[src/rtl/match_window_counter_if.sv]
// Report channel of the match window counter: one-entry valid/ready result slot
// carrying the window match count and its threshold alarm.
interface match_window_counter_if #(
  parameter int unsigned CNT_W = 8
);
  logic             rep_valid;
  logic             rep_ready;
  logic [CNT_W-1:0] rep_count;
  logic             rep_alarm;

  modport master (
    output rep_valid,
    output rep_count,
    output rep_alarm,
    input  rep_ready
  );

  modport slave (
    input  rep_valid,
    input  rep_count,
    input  rep_alarm,
    output rep_ready
  );
endinterface

[src/rtl/match_window_counter.sv]
// Counts detector match pulses over back-to-back WINDOW-clock windows and
// publishes each window total through a one-entry valid/ready report slot.
module match_window_counter #(
  parameter int unsigned WINDOW = 16,
  parameter int unsigned CNT_W  = 8,
  parameter int unsigned THRESH = 3
) (
  input  logic clk,
  input  logic reset_n,
  input  logic enable,
  input  logic y_in,
  input  logic ovr_clr,
  output logic overrun,
  output logic busy,
  match_window_counter_if.master rep
);

  localparam int unsigned WCNT_W = $clog2(WINDOW);
  localparam logic [WCNT_W-1:0] LAST = WCNT_W'(WINDOW - 1);

  localparam logic [0:0] IDLE  = 1'b0;
  localparam logic [0:0] COUNT = 1'b1;

  logic [0:0]        r_state;
  logic [WCNT_W-1:0] r_wcnt;
  logic [CNT_W-1:0]  r_evt;

  logic              w_win_end;
  logic              w_accept;
  logic              w_load;
  logic              w_drop;
  logic              w_alarm;
  logic [CNT_W-1:0]  w_final;

  // w_final folds in the current edge's pulse so the window-end edge counts it.
  always_comb begin
    w_final   = r_evt;
    if (y_in && (r_evt != '1)) begin
      w_final = r_evt + CNT_W'(1);
    end
    w_win_end = (r_state == COUNT) && enable && (r_wcnt == LAST);
    w_accept  = rep.rep_valid && rep.rep_ready;
    w_load    = w_win_end && (!rep.rep_valid || rep.rep_ready);
    w_drop    = w_win_end && rep.rep_valid && !rep.rep_ready;
    w_alarm   = (32'(w_final) >= THRESH);
  end

  assign busy = (r_state == COUNT);

  always_ff @(posedge clk or negedge reset_n) begin
    if (!reset_n) begin
      r_state <= IDLE;
      r_wcnt  <= '0;
      r_evt   <= '0;
    end else begin
      case (r_state)
        IDLE: begin
          r_wcnt <= '0;
          r_evt  <= '0;
          if (enable) begin
            r_state <= COUNT;
          end
        end
        default: begin
          if (!enable) begin
            r_state <= IDLE;
            r_wcnt  <= '0;
            r_evt   <= '0;
          end else if (r_wcnt == LAST) begin
            r_wcnt <= '0;
            r_evt  <= '0;
          end else begin
            r_wcnt <= r_wcnt + WCNT_W'(1);
            r_evt  <= w_final;
          end
        end
      endcase
    end
  end

  always_ff @(posedge clk or negedge reset_n) begin
    if (!reset_n) begin
      rep.rep_valid <= 1'b0;
      rep.rep_count <= '0;
      rep.rep_alarm <= 1'b0;
    end else if (w_load) begin
      rep.rep_valid <= 1'b1;
      rep.rep_count <= w_final;
      rep.rep_alarm <= w_alarm;
    end else if (w_accept) begin
      rep.rep_valid <= 1'b0;
    end
  end

  // A drop on the same edge as ovr_clr leaves the flag set.
  always_ff @(posedge clk or negedge reset_n) begin
    if (!reset_n) begin
      overrun <= 1'b0;
    end else if (w_drop) begin
      overrun <= 1'b1;
    end else if (ovr_clr) begin
      overrun <= 1'b0;
    end
  end

endmodule
[src/flat_wrapper.sv]
// flat-port wrapper written by rule: the top's interface ports become plain ports
module match_window_counter_flat 
#(
  parameter int unsigned WINDOW = 16,
  parameter int unsigned CNT_W  = 8,
  parameter int unsigned THRESH = 3
)
  (clk, reset_n, enable, y_in, ovr_clr, overrun, busy, rep_rep_valid, rep_rep_count, rep_rep_alarm, rep_rep_ready);
  match_window_counter_if #(.CNT_W(CNT_W)) rep_i ();
  input  logic clk;
  input  logic reset_n;
  input  logic enable;
  input  logic y_in;
  input  logic ovr_clr;
  output logic overrun;
  output logic busy;
  output wire logic [$bits(rep_i.rep_valid)-1:0] rep_rep_valid;
  output wire logic [$bits(rep_i.rep_count)-1:0] rep_rep_count;
  output wire logic [$bits(rep_i.rep_alarm)-1:0] rep_rep_alarm;
  input wire logic [$bits(rep_i.rep_ready)-1:0] rep_rep_ready;
  assign rep_rep_valid = rep_i.rep_valid;
  assign rep_rep_count = rep_i.rep_count;
  assign rep_rep_alarm = rep_i.rep_alarm;
  assign rep_i.rep_ready = rep_rep_ready;
  match_window_counter #(.WINDOW(WINDOW), .CNT_W(CNT_W), .THRESH(THRESH)) u_core (.clk(clk), .reset_n(reset_n), .enable(enable), .y_in(y_in), .ovr_clr(ovr_clr), .overrun(overrun), .busy(busy), .rep(rep_i));
endmodule
[config.mk]
export PLATFORM = sky130hd
export DESIGN_NAME = match_window_counter_flat
export DESIGN_NICKNAME = d
export VERILOG_FILES = /design/src/rtl/match_window_counter_if.sv /design/src/rtl/match_window_counter.sv /design/src/flat_wrapper.sv
export SDC_FILE = /design/constraint.sdc
export NUM_CORES = 1
export LEC_CHECK = 0
export CAP_MARGIN = 10
export CORE_ASPECT_RATIO = 0.9
export CORE_MARGIN = 2
export CORE_UTILIZATION = 47
export DETAILED_ROUTE_END_ITERATION = 10
export GPL_TIMING_DRIVEN = 0
export PLACE_DENSITY = 0.71
export SYNTH_ARGS = -nofsm -noshare
export SYNTH_HDL_FRONTEND = slang
export SYNTH_SLANG_ARGS = --single-unit
[constraint.sdc]
create_clock -name clk -period 1.75 [get_ports clk]
set_clock_uncertainty 0.15 [all_clocks]
set_input_delay 0.2625 -clock clk [delete_from_list [all_inputs] [get_ports clk]]
set_output_delay 0.2625 -clock clk [all_outputs]
set_load 0.01 [all_outputs]
# == Yosys cells after proc, flatten, opt, wreduce, memory -nomap -nowiden ==
# Index checks and enable logic that the tools add are counted.
# classes
add_sub_neg,2
order_cmp,1
eq_ne,2
n_mux,12
reduce_logical,12
# ops
operator,count
$mux 8,4
$mux 4,3
$add 8x1->8 const B,1
$ge 8x2->1 const B,1
$ne 8x8->1 const B,1
$logic_and 1x1->1,7
$mux 1,5
$add 4x1->4 const B,1
$eq 4x4->1 const B,1
$reduce_bool 2->1,2
$logic_not 1->1,2
$logic_or 1x1->1,1
# word_totals
reg_bits,24

# == Logic depth before layout (Yosys ltp) ==
# logic_depth
depth_word,6
ltp_mapped,6
depth_no_buf,5

# == Least setup slack after synthesis ==
# No wires, ideal clock.
# synth_timing
path_type,register to register
startpoint,register u_core.r_evt[0]
endpoint,register u_core.rep.rep_alarm
setup_ns,0.082
t_arrival_ns,1.418
required_time_ns,1.518
path_slack_ns,0.100
path_stages_with_launch,6
path_buffers,0
cell_sequence,dfrtp_1 ha_1 and3_2 a22o_1 o221a_1 a31oi_1
# synth_via
elab_chain_cells,4
word_cells_on_any_way,5
cone_classes,add/sub: 1; order compare: 1; eq/ne: 1; mux: 1; reduce/logical: 1
# synth_lines
element,line_no,rtl
"start, declared",match_window_counter.sv:26,logic [CNT_W-1:0] r_evt;
"start signal, assigned",match_window_counter.sv:74,r_evt <= w_final;
branches (longest 2 deep; another with $add 8x1->8),n/a,
$mux 8 *,match_window_counter.sv:38,if (y_in && (r_evt != '1)) begin
$ge 8x2->1 *,match_window_counter.sv:45,w_alarm = (32'(w_final) >= THRESH);
"end signal, assigned",match_window_counter.sv:89,rep.rep_alarm <= w_alarm;
"end, declared",match_window_counter_if.sv:14,"output rep_alarm,"
# Mark *: on every way between the ends.
# A chain may end at the register's enable or synchronous reset.

# == Worst setup path after layout ==
# layout_timing
startpoint,register u_core.r_wcnt[0]
endpoint,register u_core.rep.rep_count[2]
# layout_via
elab_chain_cells,3
# layout_lines
element,line_no,rtl
"start, declared",match_window_counter.sv:25,logic [WCNT_W-1:0] r_wcnt;
"start signal, assigned",match_window_counter.sv:73,r_wcnt <= r_wcnt + WCNT_W'(1);
$eq 4x4->1,match_window_counter.sv:41,w_win_end = (r_state == COUNT) && enable && (r_wcnt == LAST);
$logic_and 1x1->1,match_window_counter.sv:41,
$logic_and 1x1->1,match_window_counter.sv:43,w_load = w_win_end && (!rep.rep_valid || rep.rep_ready);
"end signal, assigned",match_window_counter.sv:88,rep.rep_count <= w_final;
"end, declared",match_window_counter_if.sv:13,"output rep_count,"
# Every way passes these cells.

==> key figures <==
Synthesis
  • Seq/Total Area, Yosys: about 52%
  • Warnings from Yosys: 0
  • Syn Area/Cell: between 10 and 15 um^2
  • Netlist Area Pre-Place: 1160 um^2
  • Synth unique cells: 41
  • FF+latch count, synth: 24
  • Asr flop ratio synth: 100%
  • Post-Synthesis Cells: about 110
  • EDFF count, synth: 0
  • Top_reg_cell synth: dfrtp_1
  • Syn nets: ~120

Clock tree
  • CTS tree: yes
  • CTS buffer count: 3
  • H-tree depth: 1
  • Clk sinks: 24
  • Hold Buf Count CTS: 0
  • Clk pin slew, worst setup/hold paths: 0.12 ns
  • Clock Path Buffers: 2
  • Worst-Skew Late Latency: 0.31 ns
  • CTS root buf: clkbuf_4

Critical path
  • Worst path required time: about 1.8 ns
  • WS Path Type: flip-flop to flip-flop
  • CP arrival: approximately 1.7 ns
  • Crit end category: flip-flop
  • Startpoint Class: flip-flop
  • CP max FO: 6

Floorplan
  • Die Span Y: just over 50 um
  • Initial Utilization: 48.5%
  • Core ar.: roughly 2400 um^2
  • Die Wd: about 56 um
  • Row count: 17
  • Die ar.: between 2000 and 3000 um^2
  • I/O pins: 18

Power
  • Leakage power: ~0.67 nW
  • Switching part of the total: approximately 22%
  • Power share of the combinational group: 6.2%
  • Total power: about 850 uW
  • Sw Pwr: between 150 and 200 uW
  • Cell Pwr Density: 581 nW/um^2
  • Reg power frac: 66.1%
  • Max VDD drop: roughly 0.40 mV
  • Clock power share: around 28%
  • Cell internal pwr: 663 uW

Timing
  • Worst Tran Pin Value: 1.06 ns
  • Fmax: ~600 MHz
  • Fin. Hold Viols: 0
  • Pins over their slew limit: 0
  • Final period util: a little over nine tenths
  • Relative slew slack: 29.0%
  • Endpoints failing setup: 0
  • Minimum clock period after layout: around 1.7 ns
  • Hold WS: 0.304 ns
  • Final WS setup: slightly above 0.07 ns
  • Final setup TNS: 0 ns

Final layout
  • Final net count: 143
  • Final instance area: about 1500 um^2
  • Final Util: between 60% and 70%
  • Area Growth Syn to Fin: 25.9%
  • Post-route insts no fill: 161
  • Share of layout cells above drive strength 1: about a fifth
  • N_diodes: 0

Status
  • Status: finished clean

Global routing
  • Met2 usage: between 20% and 30%
  • Gr usage total: between 10% and 20%
  • Top Usage Layer GRT: met1
  • Antenna violations before repair: 0
  • Vias in the first global route: 830
  • Largest net degree at the start of global routing: 25
  • Routing usage on met1: 26.4%
  • Met3 Use GR: 2.53%
  • First-pass GRT wire length: about 3800 um
  • Total gr overflow: 0

Placed design
  • Area post-placement: between 1000 and 1500 um^2
  • Dpl cells: about 150
  • HPWL after DPL: 1570 um
  • Placer congestion estimate: between 0.8 and 0.9
  • PortBufs: 17
  • Setup WS pre-CTS: -0.196 ns

Routing
  • Routed WL: approximately 2400 um
  • Vias: 880
  • DR pass1 iterations: 4
  • Vias/cell: ~5.5
  • Routed Antenna Nets: 0
  • DRT iter0 DRCs: 26
  • DRC viols: 0
  • Wire per inst: 14.6 um

Hold path
  • Worst hold path class: input port to flip-flop

Run
  • Max Cap Viol: 0
## routing by layer
metal / wire length, um / up-vias
met5: 0 / -
met1: 1180 / 423
li1: - / 435
met3: 82 / 2
met2: 1070 / 20
met4: 17 / 0
## state kept, by name (all words and copies together) (netlist names)
signal	count
u_core.busy	1
u_core.rep.rep_valid	1
u_core.r_wcnt	4
u_core.r_evt	8
u_core.rep.rep_alarm	1
u_core.overrun	1
u_core.rep.rep_count	8
## cell usage in the layout (no fill, tap or decap), types with 3 or more instances in the layout
master	netlist	routed
nand2_1	5	5
dfrtp_1	24	24
nor2_1	14	14
mux2i_1	4	4
nand3_1	5	5
a21oi_1	3	3
buf_4	0	5
clkbuf_4	0	3
o21ai_1	3	3
inv_1	7	7
clkdlybuf4s50_1	0	17
## power by group through the flow
stage	Combinational, mW	Clock (mW)	Sequential [mW]
2_1_floorplan	0.0157	0	0.574
3_3_place_gp	0.0460	0	0.574
3_5_place_dp	0.0468	0	0.575
4_1_cts	0.0499	0.245	0.563
5_1_grt	0.0593	0.264	0.565
6_report	0.0526	0.236	0.564
## what timing repair did
item | CTS | global route
pin swaps | 0 | 3
cloned | 0 | 1
endpoints found under the setup margin | 1 | 9
setup buffers | 1 | 4
resized for setup | 1 | 5
## worst paths after layout
path / startpoint / end / slack (ns) / cells past startpoint
setup / recovery: u_core.r_wcnt[0] / u_core.rep.rep_count[2] / 0.07 / 4
hold / removal: enable / u_core.busy / 0.30 / 1
setup reg to reg: u_core.r_wcnt[0] / u_core.rep.rep_count[2] / 0.07 / 4
hold reg to reg: u_core.rep.rep_count[6] / u_core.rep.rep_count[6] / 0.38 / 2
max in group asynchronous: reset_n / u_core.rep.rep_count[7] / 0.45 / 1
min in group asynchronous: reset_n / u_core.rep.rep_count[5] / 0.37 / 1
## cells in the mapped netlist (2+ instances only)
library cell   n  area share (%)
inv_1          7             2.3
o211ai_1       2             1.3
a22oi_1        2             1.3
a21oi_1        3             1.3
dfrtp_1       24              52
buf_6          2             1.9
nand2_1        5             1.6
nand2b_1       2             1.1
o21ai_1        3             1.3
and3_1         2             1.1
ha_1           2             2.1
a21o_1         2             1.3
nor2_1        14             4.5
mux2i_1        4             3.4
nand3_1        5             2.1
nand4b_1       2             1.5
xor2_1         2             1.5
## cell type report
type	count	area, um^2
Fill cell	211	937
Sequential cell	24	601
Multi-Input combinational cell	73	542
Timing Repair Buffer	23	213
Tap cell	28	35.0
Buffer	3	27.5
Inverter	7	26.3
Clock buffer	3	22.5
## critical path, cell delays in order (launching register included)
cell	delay [ns]
dfrtp_1	0.37
ha_2	0.22
nand3_4	0.09
nor3b_4	0.36
mux2_2	0.38
## kinds of logic (layout without fill, tap and decap cells)
logic type      count (synthesis)  count (layout)  share of synthesized area (%)
simple gates                   41              41                           20.7
xor+xnor                        3               3                           2.26
mux                             5               5                           4.40
fa+ha+maj                       2               2                           2.15
buf+inv                        10              36                           4.62
compound gates                 22              22                           14.3
flops                          24              24                           51.6
(Power assumes the default switching activity.)
